**config.mk**
```make
export PLATFORM = sky130hd
export DESIGN_NAME = manager_tx_arbiter
export DESIGN_NICKNAME = d
export VERILOG_FILES = /design/src/rtl/manager_tx_arbiter_pkg.sv /design/src/rtl/manager_tx_arbiter_rr_arbiter.sv /design/src/rtl/manager_tx_arbiter.sv
export SDC_FILE = /design/constraint.sdc
export NUM_CORES = 1
export LEC_CHECK = 0
export CORE_MARGIN = 5
export CORE_UTILIZATION = 35
export CTS_CLUSTER_DIAMETER = 80
export DETAILED_ROUTE_END_ITERATION = 7
export GPL_ROUTABILITY_DRIVEN = 0
export SETUP_SLACK_MARGIN = 0.5
export SLEW_MARGIN = 5
export SYNTH_ARGS = -nofsm -noshare
export SYNTH_HDL_FRONTEND = slang
export SYNTH_SLANG_ARGS = --single-unit
```
**constraint.sdc**
```tcl
create_clock -name CLK_50MHZ -period 3.32 [get_ports CLK_50MHZ]
set_clock_uncertainty 0.2 [all_clocks]
set_input_delay 0.498 -clock CLK_50MHZ [delete_from_list [all_inputs] [get_ports CLK_50MHZ]]
set_output_delay 0.498 -clock CLK_50MHZ [all_outputs]
set_load 0.005 [all_outputs]
```
**src/rtl/manager_tx_arbiter_pkg.sv**
```systemverilog
// Shared definitions for the RS232 transmit arbiter.
//   - FSM state encoding
//   - byte width, default requester count and busy-wait timeout
//   - idx_width(): index width helper that never returns 0
package manager_tx_arbiter_pkg;

  localparam int BYTE_W      = 8;
  localparam int DEF_N_REQ   = 4;
  localparam int DEF_TIMEOUT = 1023;

  typedef enum logic [2:0] {
    IDLE         = 3'd0,
    SEND_ADDR    = 3'd1,
    WAIT_ADDR_HI = 3'd2,
    WAIT_ADDR_LO = 3'd3,
    SEND_DATA    = 3'd4,
    WAIT_DATA_HI = 3'd5,
    WAIT_DATA_LO = 3'd6,
    DONE         = 3'd7
  } state_t;

  function automatic int idx_width(input int n);
    return (n > 1) ? $clog2(n) : 1;
  endfunction

endpackage

```
**src/rtl/manager_tx_arbiter_rr_arbiter.sv**
```systemverilog
// Combinational round-robin selector.
//   req       : request vector
//   last      : index granted most recently
//   grant_idx : first requester found scanning last+1, last+2, ... (wrapping)
//   valid     : any request present
module rr_arbiter
  import manager_tx_arbiter_pkg::*;
#(
  parameter int N_REQ = DEF_N_REQ,
  parameter int IDX_W = idx_width(DEF_N_REQ)
) (
  input  logic [N_REQ-1:0] req,
  input  logic [IDX_W-1:0] last,
  output logic [IDX_W-1:0] grant_idx,
  output logic             valid
);

  logic [IDX_W-1:0] idx;

  // Scan from the farthest candidate to the nearest; the last hit wins,
  // so the requester closest after 'last' takes the grant.
  always_comb begin
    grant_idx = '0;
    valid     = 1'b0;
    idx       = '0;
    for (int k = N_REQ; k >= 1; k--) begin
      idx = IDX_W'((int'(last) + k) % N_REQ);
      if (req[idx]) begin
        grant_idx = idx;
        valid     = 1'b1;
      end
    end
  end

endmodule

```
**src/rtl/manager_tx_arbiter.sv**
```systemverilog
// Shares one RS232 transmitter among N_REQ requesters. Each granted
// requester gets a two-byte frame (address byte, then data byte); the
// bytes are latched at grant so later input changes do not matter.
//   CLK_50MHZ, RST        : clock, async active-high reset
//   req/addr_tx/data_tx   : per-requester request level and frame bytes
//   ack                   : one-cycle pulse when the frame finishes/aborts
//   RS_BUSY               : UART busy input
//   RS_DATAIN/RS_TRG_WRITE: byte and write strobe to the UART
//   tx_err                : one-cycle pulse when RS_BUSY never rose
//   busy                  : arbiter is mid-frame
module manager_tx_arbiter
  import manager_tx_arbiter_pkg::*;
#(
  parameter int N_REQ   = DEF_N_REQ,
  parameter int TIMEOUT = DEF_TIMEOUT
) (
  input  logic                      CLK_50MHZ,
  input  logic                      RST,
  input  logic [N_REQ-1:0]          req,
  input  logic [BYTE_W*N_REQ-1:0]   addr_tx,
  input  logic [BYTE_W*N_REQ-1:0]   data_tx,
  output logic [N_REQ-1:0]          ack,
  input  logic                      RS_BUSY,
  output logic [BYTE_W-1:0]         RS_DATAIN,
  output logic                      RS_TRG_WRITE,
  output logic                      tx_err,
  output logic                      busy
);

  localparam int IDX_W = idx_width(N_REQ);
  localparam int CNT_W = $clog2(TIMEOUT + 1);

  state_t              state_q, state_nxt;
  logic [IDX_W-1:0]    last_q, last_nxt;
  logic [IDX_W-1:0]    gnt_q, gnt_nxt;
  logic [CNT_W-1:0]    cnt_q, cnt_nxt;
  logic [BYTE_W-1:0]   addr_q, addr_nxt;
  logic [BYTE_W-1:0]   data_q, data_nxt;
  logic [BYTE_W-1:0]   datain_nxt;
  logic                trg_nxt, err_nxt;
  logic [N_REQ-1:0]    ack_nxt;

  logic [IDX_W-1:0]    rr_idx;
  logic                rr_vld;

  rr_arbiter #(.N_REQ(N_REQ), .IDX_W(IDX_W)) u_rr (
    .req      (req),
    .last     (last_q),
    .grant_idx(rr_idx),
    .valid    (rr_vld)
  );

  // Outputs are registered from next-state decisions, so a strobe or
  // pulse is visible during exactly the cycle the FSM sits in the
  // corresponding state.
  always_comb begin
    state_nxt  = state_q;
    last_nxt   = last_q;
    gnt_nxt    = gnt_q;
    cnt_nxt    = '0;
    addr_nxt   = addr_q;
    data_nxt   = data_q;
    datain_nxt = RS_DATAIN;
    trg_nxt    = 1'b0;
    err_nxt    = 1'b0;
    ack_nxt    = '0;
    unique case (state_q)
      IDLE: begin
        if (rr_vld && !RS_BUSY) begin
          gnt_nxt    = rr_idx;
          addr_nxt   = addr_tx[rr_idx*BYTE_W +: BYTE_W];
          data_nxt   = data_tx[rr_idx*BYTE_W +: BYTE_W];
          datain_nxt = addr_tx[rr_idx*BYTE_W +: BYTE_W];
          trg_nxt    = 1'b1;
          state_nxt  = SEND_ADDR;
        end
      end
      // The strobe cycle counts as cycle 0 of the busy wait, so the
      // abort lands TIMEOUT+1 cycles after the strobe.
      SEND_ADDR: begin
        datain_nxt = addr_q;
        cnt_nxt    = CNT_W'(1);
        state_nxt  = WAIT_ADDR_HI;
      end
      WAIT_ADDR_HI, WAIT_DATA_HI: begin
        if (RS_BUSY) begin
          state_nxt = (state_q == WAIT_ADDR_HI) ? WAIT_ADDR_LO : WAIT_DATA_LO;
        end else if (cnt_q >= CNT_W'(TIMEOUT)) begin
          state_nxt      = DONE;
          err_nxt        = 1'b1;
          ack_nxt[gnt_q] = 1'b1;
        end else begin
          cnt_nxt = cnt_q + 1'b1;
        end
      end
      WAIT_ADDR_LO: begin
        if (!RS_BUSY) begin
          datain_nxt = data_q;
          trg_nxt    = 1'b1;
          state_nxt  = SEND_DATA;
        end
      end
      SEND_DATA: begin
        cnt_nxt   = CNT_W'(1);
        state_nxt = WAIT_DATA_HI;
      end
      WAIT_DATA_LO: begin
        if (!RS_BUSY) begin
          ack_nxt[gnt_q] = 1'b1;
          state_nxt      = DONE;
        end
      end
      DONE: begin
        last_nxt  = gnt_q;
        state_nxt = IDLE;
      end
      default: state_nxt = IDLE;
    endcase
  end

  always_ff @(posedge CLK_50MHZ or posedge RST) begin
    if (RST) begin
      state_q      <= IDLE;
      last_q       <= IDX_W'(N_REQ - 1);
      gnt_q        <= '0;
      cnt_q        <= '0;
      addr_q       <= '0;
      data_q       <= '0;
      RS_DATAIN    <= '0;
      RS_TRG_WRITE <= 1'b0;
      ack          <= '0;
      tx_err       <= 1'b0;
      busy         <= 1'b0;
    end else begin
      state_q      <= state_nxt;
      last_q       <= last_nxt;
      gnt_q        <= gnt_nxt;
      cnt_q        <= cnt_nxt;
      addr_q       <= addr_nxt;
      data_q       <= data_nxt;
      RS_DATAIN    <= datain_nxt;
      RS_TRG_WRITE <= trg_nxt;
      ack          <= ack_nxt;
      tx_err       <= err_nxt;
      busy         <= (state_nxt != IDLE);
    end
  end

endmodule

```
======== Word-level counts from Yosys, hierarchy flattened ========
Index checks and enable logic that the tools add are counted.
operators by class
  add/subtract/negate cells ............... 5
  order comparisons ....................... 7
  equality and inequality tests ........... 9
  shifts and indexed selects .............. 2
  muxes and demuxes ....................... 41
  reductions and logical operators ........ 10
operator list
  cell                                                  count
  variable part select 32 x 6 -> 8 bit                  2
  case mux 8 bit (3 select lines)                       1
  case mux 3 bit (7 select lines)                       1
  2-to-1 mux 10 bit                                     2
  case mux 10 bit (2 select lines)                      1
  2-to-1 mux 3 bit                                      6
  2-to-1 mux 8 bit                                      2
  < comparator 2 x 3 -> 1 bit (second input constant)   5
  2-to-1 mux 1 bit                                      14
  equality test 3 bit (second input constant)           4
  2-to-1 mux 4 bit                                      3
  adder 10 x 1 -> 10 bit (second input constant)        1
  >= comparator 10 bit (second input constant)          1
  binary-select mux 1 bit (select 2 bit)                4
  2-to-1 mux 2 bit                                      4
  case mux 4 bit (2 select lines)                       1
  equality test 3 x 2 -> 1 bit (second input constant)  2
  nonzero test 3 bit                                    2
  adder 2 x 1 -> 2 bit (second input constant)          2
  adder 2 bit (second input constant)                   2
  inequality test 2 bit (second input constant)         2
  OR reduction 2 bit                                    2
  equality test 3 x 1 -> 1 bit (second input constant)  1
  zero test 3 bit                                       1
  7 further kinds                                       8
storage, ports and cells
  flip-flop bits (word level) ............. 48
  input bits .............................. 71
  output and inout port bits .............. 15
  word-level logic and storage cells ...... 85

======== Longest topological paths before layout ========
Gate-level depths: netlist of the first run.
  depth after elaboration ................. 11
  mapped depth ............................ 7
  gate-level depth less buffers ........... 6

======== Modules after synthesis ========
From an unflattened synthesis of the first run, not the netlist that was laid out.
unflattened totals
  cells, all modules ...................... 267
  area total of the unflattened synthesis .. 2999.1 µm²
modules (own cells, without submodules)
  module              times used  cells each  area an instance (µm²)  sequential area each (µm²)
  manager_tx_arbiter  1           253         2907.8                  1203.7
  rr_arbiter          1           14          91.3                    0.0

======== Least setup slack after synthesis of the first run ========
No wires, ideal clock.
  path kind ............................... input port to flip-flop
  start point ............................. in req[0]
  end point ............................... reg RS_DATAIN[0]
  setup time .............................. 0.136 ns
  data arrival time ....................... 1.644 ns
  data required time ...................... 2.984 ns
  setup slack ............................. 1.340 ns
  stages on the path ...................... 6
  cell sequence ........................... nor4_1 nor3_1 o21ai_1 buf_2 a21o_1 o31ai_1
between the ends
  word-level cells in the longest chain between the ends .. 9
ends and longest elaborated chain
  item                                                                              line                                                text
  start, declared                                                                   manager_tx_arbiter.sv:19                            input logic [N_REQ-1:0] req,
  binary-select mux 1 bit (select 2 bit)                                            manager_tx_arbiter_rr_arbiter.sv:28                 if (req[idx]) begin
  2-to-1 mux 1 bit (not written as such)                                            manager_tx_arbiter_rr_arbiter.sv:28
  2-to-1 mux 2 bit / 2-to-1 mux 1 bit (equally long branches) (4 in series)         manager_tx_arbiter_rr_arbiter.sv:28
  variable part select 32 x 6 -> 8 bit / logical AND 1 bit (equally long branches)  manager_tx_arbiter.sv:73, manager_tx_arbiter.sv:69
  2-to-1 mux 8 bit / inequality test 2 bit (equally long branches)                  n/a
  case mux 8 bit (3 select lines) / AND reduction 3 bit (equally long branches)     n/a
  end signal, assigned                                                              manager_tx_arbiter.sv:141                           RS_DATAIN <= datain_nxt;
  end, declared                                                                     manager_tx_arbiter.sv:24                            output logic [BYTE_W-1:0] RS_DATAIN,
Several ways; a longest one is shown, not always the timed one. The select of a mux whose other input is x is not followed.
A chain may end at the register's enable or synchronous reset.

======== Worst setup path in the final report of the first run ========
  start point ............................. in req[1]
  end point ............................... reg RS_DATAIN[3]
Same word-level chain as after synthesis.

==> flow_metrics.tcl, run 1 <==
set metrics [dict create \
    outcome "complete, no violations" \
    peakVddDrop_mv 0.236 \
    nets 461 \
    syn_inst 316 \
    synthAdderAreaFrac 0.00770 \
    syn-cell-area_um2 2930 \
    path_max_fanout 37 \
    detail_route.first_pass.iterations 4 \
    drt_iter0_markers 99 \
    syn_to_final_growth_pct 36.4 \
    vias 2741 \
    dp_hpwl_um 5790 \
    dp_cells 487 \
    cp.required_ns 3.28 \
    drc 0 \
    ys_ff_latch 48 \
    final_common_cell "clkdlybuf4s50_1" \
    synth_ff_type "dfrtp_1" \
    hold_viol_final 0 \
    max_freq_mhz 375 \
    synth-seq-area-share 0.411 \
    critPathCaptureType "flip-flop" \
    synthSimpleGateAreaFrac 0.200 \
    post_route_cells_drive_above_1_share 0.0667 \
    synth.area.top_cells "dfrtp_1, a211oi_1, and3_1" \
    setup_violations 0 \
    crit_slowest_cell "a2111oi_1" \
    synth_mux_area_frac 0.0312 \
    wire_per_inst_um 16.2 \
    antenna_found_initial 0 \
    cts_buffers 5 \
    port_buffers 85 \
    coreArea_um2 8180 \
    max_stage_delay_ns 0.62 \
    synth_top_area_frac 0.393 \
    clock_latency_ns 0.30 \
    worst_pin_slew_ns 0.854 \
    path_cells "clkdlybuf4s50_1 > and3_1 > a31oi_2 > nand2_2 > a2111oi_1 > o31ai_1" \
    slew_viol_final 0 \
    postRouteAntennaNets 0 \
    crit_family "compound AO/OA/AOI/OAI gates" \
    r2r_setup_slack_ns 0.80 \
    htreeDepth 2 \
    start_util 0.358 \
    cts_hold_buf 0 \
    cts_setup_buffers 0 \
    cap_violations 0 \
    postSynthAreaPerCell_um2 9.26 \
    tritoncts "done" \
    cts_root_buffer "clkbuf_8" \
    synthXorXnorAreaFrac 0.0269 \
    yosysWarningCount 0 \
    tns_ns 0 \
    critPathArrivalTime_ns 2.63 \
    synthArstFlopShare 1.00 \
    worst-path-buf-inv 1 \
    n_antenna_cell 0 \
    globalRoute.totalOverflow 0 \
    p_per_area_nw_per_um2 697 \
    rows 33 \
    post_cts_resized 0 \
    die_area_um2 10300 \
    final_cells 495 \
    hold_class "reg -> reg" \
    ioPinCount 86 \
    ys_types 46 \
    yosysTopAreaCell "dfrtp_1" \
    clock_sinks 48 \
    rsz0062_at_grt "no" \
    setup.worst_path.start_class "input port" \
    grt_pass1_vias 2673 \
    clk_pin_slew_ns 0.09 \
    die_h_um 101 \
    grt_max_degree 38 \
    totalPowerFinal_mw 2.78 \
    p_leak_nw 1.67 \
    avgViaCountPerCell 5.54 \
    synth_compound_area_frac 0.272 \
    path_class "in -> reg" \
    grt_pass1_wl_um 13300 \
    die_w_um 101 \
    clockBufferDepth 2 \
    synth_top_family_by_area "compound AO/OA/AOI/OAI gates" \
    layout_min_cycle_time_ns 2.67 \
    grt.total_usage 0.162 \
    max-slew-margin-rel 0.430 \
    synth_edf_count 0 \
    final_cell_mix "clkdlybuf4s50_1, dfrtp_1, and3_1" \
    drt-total-wl_um 8040 \
    timing.final.crit_share 0.804 \
    synth_nets 388 \
]
[final cells by class]
type                            instances  area (um2)
Clock inverter                          1        30.0
Multi-Input combinational cell        236        1590
Fill cell                             800        4180
Clock buffer                            7        96.3
Sequential cell                        48        1200
Inverter                                5        18.8
Timing Repair Buffer                   93         923
Tap cell                              105         131
[sequential cells by signal, summed over array words and instances, names as in the netlist]
register      cells
RS_DATAIN         8
RS_TRG_WRITE      1
ack               4
addr_q            8
busy              1
cnt_q            10
data_q            8
gnt_q             2
last_q            2
state_q           3
tx_err            1
[synth_stat cells, drive strengths merged (3+ instances only)]
cell      n
mux2i     8
buf      11
dfrtp    46
a211oi   33
nand2    34
a31oi     3
a2111oi  16
nor2     18
clkbuf   16
nand4     3
o31ai    24
inv       5
a21o      9
o21ai     5
nand3     4
xor2      7
nand2b    7
and3     36
nor4      3
nor2b     3
[path summary, 6_finish.rpt]
path / start / to / depth (start not counted)
setup / recovery: req[1] / RS_DATAIN[3] / 6
hold / removal: gnt_q[0] / ack[2] / 1
setup reg to reg: last_q[1] / RS_DATAIN[3] / 5
hold reg to reg: gnt_q[0] / ack[2] / 1
max in group asynchronous: RST / last_q[1] / 3
min in group asynchronous: RST / RS_DATAIN[5] / 2
[logic make-up after synthesis]
family | after synthesis
AO/OA/AOI/OAI | 102
XOR/XNOR | 9
adder cells (fa/ha/maj) | 2
buffers and inverters | 32
flip-flops | 48
multiplexers | 9
AND/OR/NAND/NOR | 114
[where the power goes]
part,switching [mW],internal (mW)
logic,0.674,0.627
registers,0.237,0.786
clock network,0.194,0.266
[layer usage]
metal / routed length [um] / up-vias / global-route usage
li1: - / 1348 / -
met1: 3530 / 1300 / 0.218
met2: 3920 / 85 / 0.260
met3: 524 / 8 / 0.0496
met4: 66 / 0 / 0.0337
met5: 0 / - / 0
[stage by stage]
stage	util	cell area (um2)	setup slack [ns]	hold slack [ns]
after floorplan	-	2930	1.34	0.222
after global placement	0.471	3850	0.339	0.242
after CTS	0.487	3980	0.558	0.255
final	0.488	3990	0.652	0.254
after global routing	0.488	3990	0.523	0.299
after detailed placement	0.471	3850	0.256	0.243
[worst reg2reg max path, stage by stage (launching register included)]
cell and delay [ns]:
dfstp_2 0.63, nand2_1 0.14, a31oi_4 0.23, nand2_2 0.40, a2111oi_1 0.63, o31ai_1 0.16
Note: power is estimated with default switching activity, not from simulation.
==> inputs of run 2 (changes only) <==
==> constraint.sdc (replaced) <==
create_clock -name CLK_50MHZ -period 2.38 [get_ports CLK_50MHZ]
set_clock_uncertainty 0.2 [all_clocks]
set_input_delay 0.357 -clock CLK_50MHZ [delete_from_list [all_inputs] [get_ports CLK_50MHZ]]
set_output_delay 0.357 -clock CLK_50MHZ [all_outputs]
set_load 0.005 [all_outputs]
==> run 2 against run 1 <==
  * Cell area increased by 22%
  * Count of clock-buffer cells in the layout up 1
  * Combinational power is 140% higher
  * Setup slack worse by 0.30 ns
  * Critical path type is now reg -> reg
  * Via count increased by 6.7%
  * Flip-flop and latch count unchanged
  * Utilization rose by 11 points
==> flow_metrics.tcl, run 2 (synthesized netlist as in run 1, its figures left out) <==
set metrics [dict create \
    outcome "complete, no violations" \
    path_class "reg -> reg" \
    critPathArrivalTime_ns 2.01 \
    cts_buffers 5 \
    dp_hpwl_um 5970 \
    final_cell_mix "clkdlybuf4s50_1, dfrtp_1, nand2_1" \
    peakVddDrop_mv 0.407 \
    die_h_um 101 \
    r2r-start "last_q[0]" \
    totalPowerFinal_mw 4.93 \
    path_max_fanout 16 \
    stdcell_area_um2 4880 \
    post_dp_cell_area_um2 4130 \
    post_route_cells_drive_above_1_share 0.288 \
    die_area_um2 10300 \
    largest_register_ffs 10 \
    grt_max_degree 37 \
    path_cells "nand2b_4 > a31oi_4 > buf_12 > and3_2 > a2111oi_4 > o31ai_1" \
    rsz0062_at_grt "yes" \
    grt.total_usage 0.183 \
    globalRoute.totalOverflow 0 \
    regMostFlops "cnt_q" \
    pre_cts_ws_ns -0.0350 \
    max-slew-margin-rel 0.387 \
    max_freq_mhz 493 \
    hold_viol_final 0 \
    layout_min_cycle_time_ns 2.03 \
    clk_pin_slew_ns 0.09 \
    nets 488 \
    postRouteAntennaNets 0 \
    fin_ws_ns 0.353 \
    grt_pass1_vias 3016 \
    die_w_um 101 \
    tns_ns 0 \
    n_antenna_cell 0 \
    cts_root_buffer "clkbuf_8" \
    cp.required_ns 2.36 \
    final_common_cell "clkdlybuf4s50_1" \
    drt_iter0_markers 122 \
    avgViaCountPerCell 5.60 \
    cts_hold_buf 0 \
    syn_to_final_growth_pct 66.7 \
    fin_util 0.597 \
    clock_latency_ns 0.30 \
    grt_pass1_wl_um 15000 \
    coreArea_um2 8180 \
    drc 0 \
    p_leak_nw 1.94 \
    timing.final.crit_share 0.852 \
    setup.worst_path.start_class "flip-flop" \
    wire_per_inst_um 18.2 \
    p_per_area_nw_per_um2 1010 \
    drt-total-wl_um 9510 \
    tritoncts "done" \
    cp-startpoint "last_q[0]" \
    crit_slowest_cell "dfstp_2" \
    antenna_found_initial 0 \
    r2r_setup_slack_ns 0.35 \
    critPathCaptureType "flip-flop" \
    cap_violations 0 \
    slew_viol_final 0 \
    htreeDepth 2 \
    clockBufferDepth 2 \
    hold_class "in -> async" \
    ioPinCount 86 \
    rows 33 \
    clock_sinks 48 \
    worst_pin_slew_ns 0.918 \
    detail_route.first_pass.iterations 4 \
    start_util 0.358 \
    vias 2924 \
    max_stage_delay_ns 0.57 \
    port_buffers 85 \
    setup_violations 0 \
]
## run 2: changes by cell type in the layout (fill, tap and decap cells not counted), moves of 6 or more
cell       previous run  this run
a2111oi_0            14         0
a2111oi_2             0         6
a2111oi_4             0        10
a211oi_1             33         9
a211oi_2              0        21
and3_1               36        19
and3_4                0        15
buf_12                1         9
buf_4                 7        18
## run 2: power by group
group          leakage (nW)  switching, mW  internal [mW]
logic                  1.28           1.55           1.56
registers             0.611          0.212           1.10
clock network        0.0455          0.266          0.238
total                  1.94           2.03           2.90
## run 2: final cells by class
cell class / instances / area (um2)
clock buffer: 8 / 90.1
fill: 681 / 3300
inverter: 5 / 18.8
multi-input combinational: 236 / 2100
sequential: 48 / 1210
tap: 105 / 131
timing repair buffer: 120 / 1340
## run 2: worst max-delay path, delay by kind of cell, from the launching register on
family	cells	cell delay [ns]
simple gates	2	0.39
flops	1	0.57
buf+inv	1	0.19
compound gates	3	0.56
## run 2: what timing repair did
| item | 4_1_cts | 5_1_grt |
|---|---|---|
| setup endpoints to repair | 26 | 28 |
| buffers inserted | 7 | 1 |
| gates cloned | 4 | 2 |
| resized for setup | 55 | 27 |
| endpoints found under the hold margin | 0 | 0 |
| pin swaps | 11 | 18 |
## run 2: path summary, 6_finish.rpt
kind,to,depth (start not counted)
max in group asynchronous,last_q[1],3
min in group CLK_50MHZ,ack[2],1
setup / recovery,RS_DATAIN[1],6
hold / removal,RS_DATAIN[6],2
hold reg to reg,ack[2],1
setup reg to reg,RS_DATAIN[1],6
## run 2: through the flow
step / cells / hold slack [ns]
final: 522 / 0.164
after global routing: 522 / 0.214
after CTS: 519 / 0.183
after detailed placement: 500 / 0.241
after global placement: 500 / 0.241
after floorplan: 316 / 0.222
## run 2: layer usage
layer | wire length, um | track usage
met1 | 4220 | 0.237
met2 | 4770 | 0.318
met3 | 389 | 0.0324
met4 | 127 | 0.0399
met5 | 0 | 0
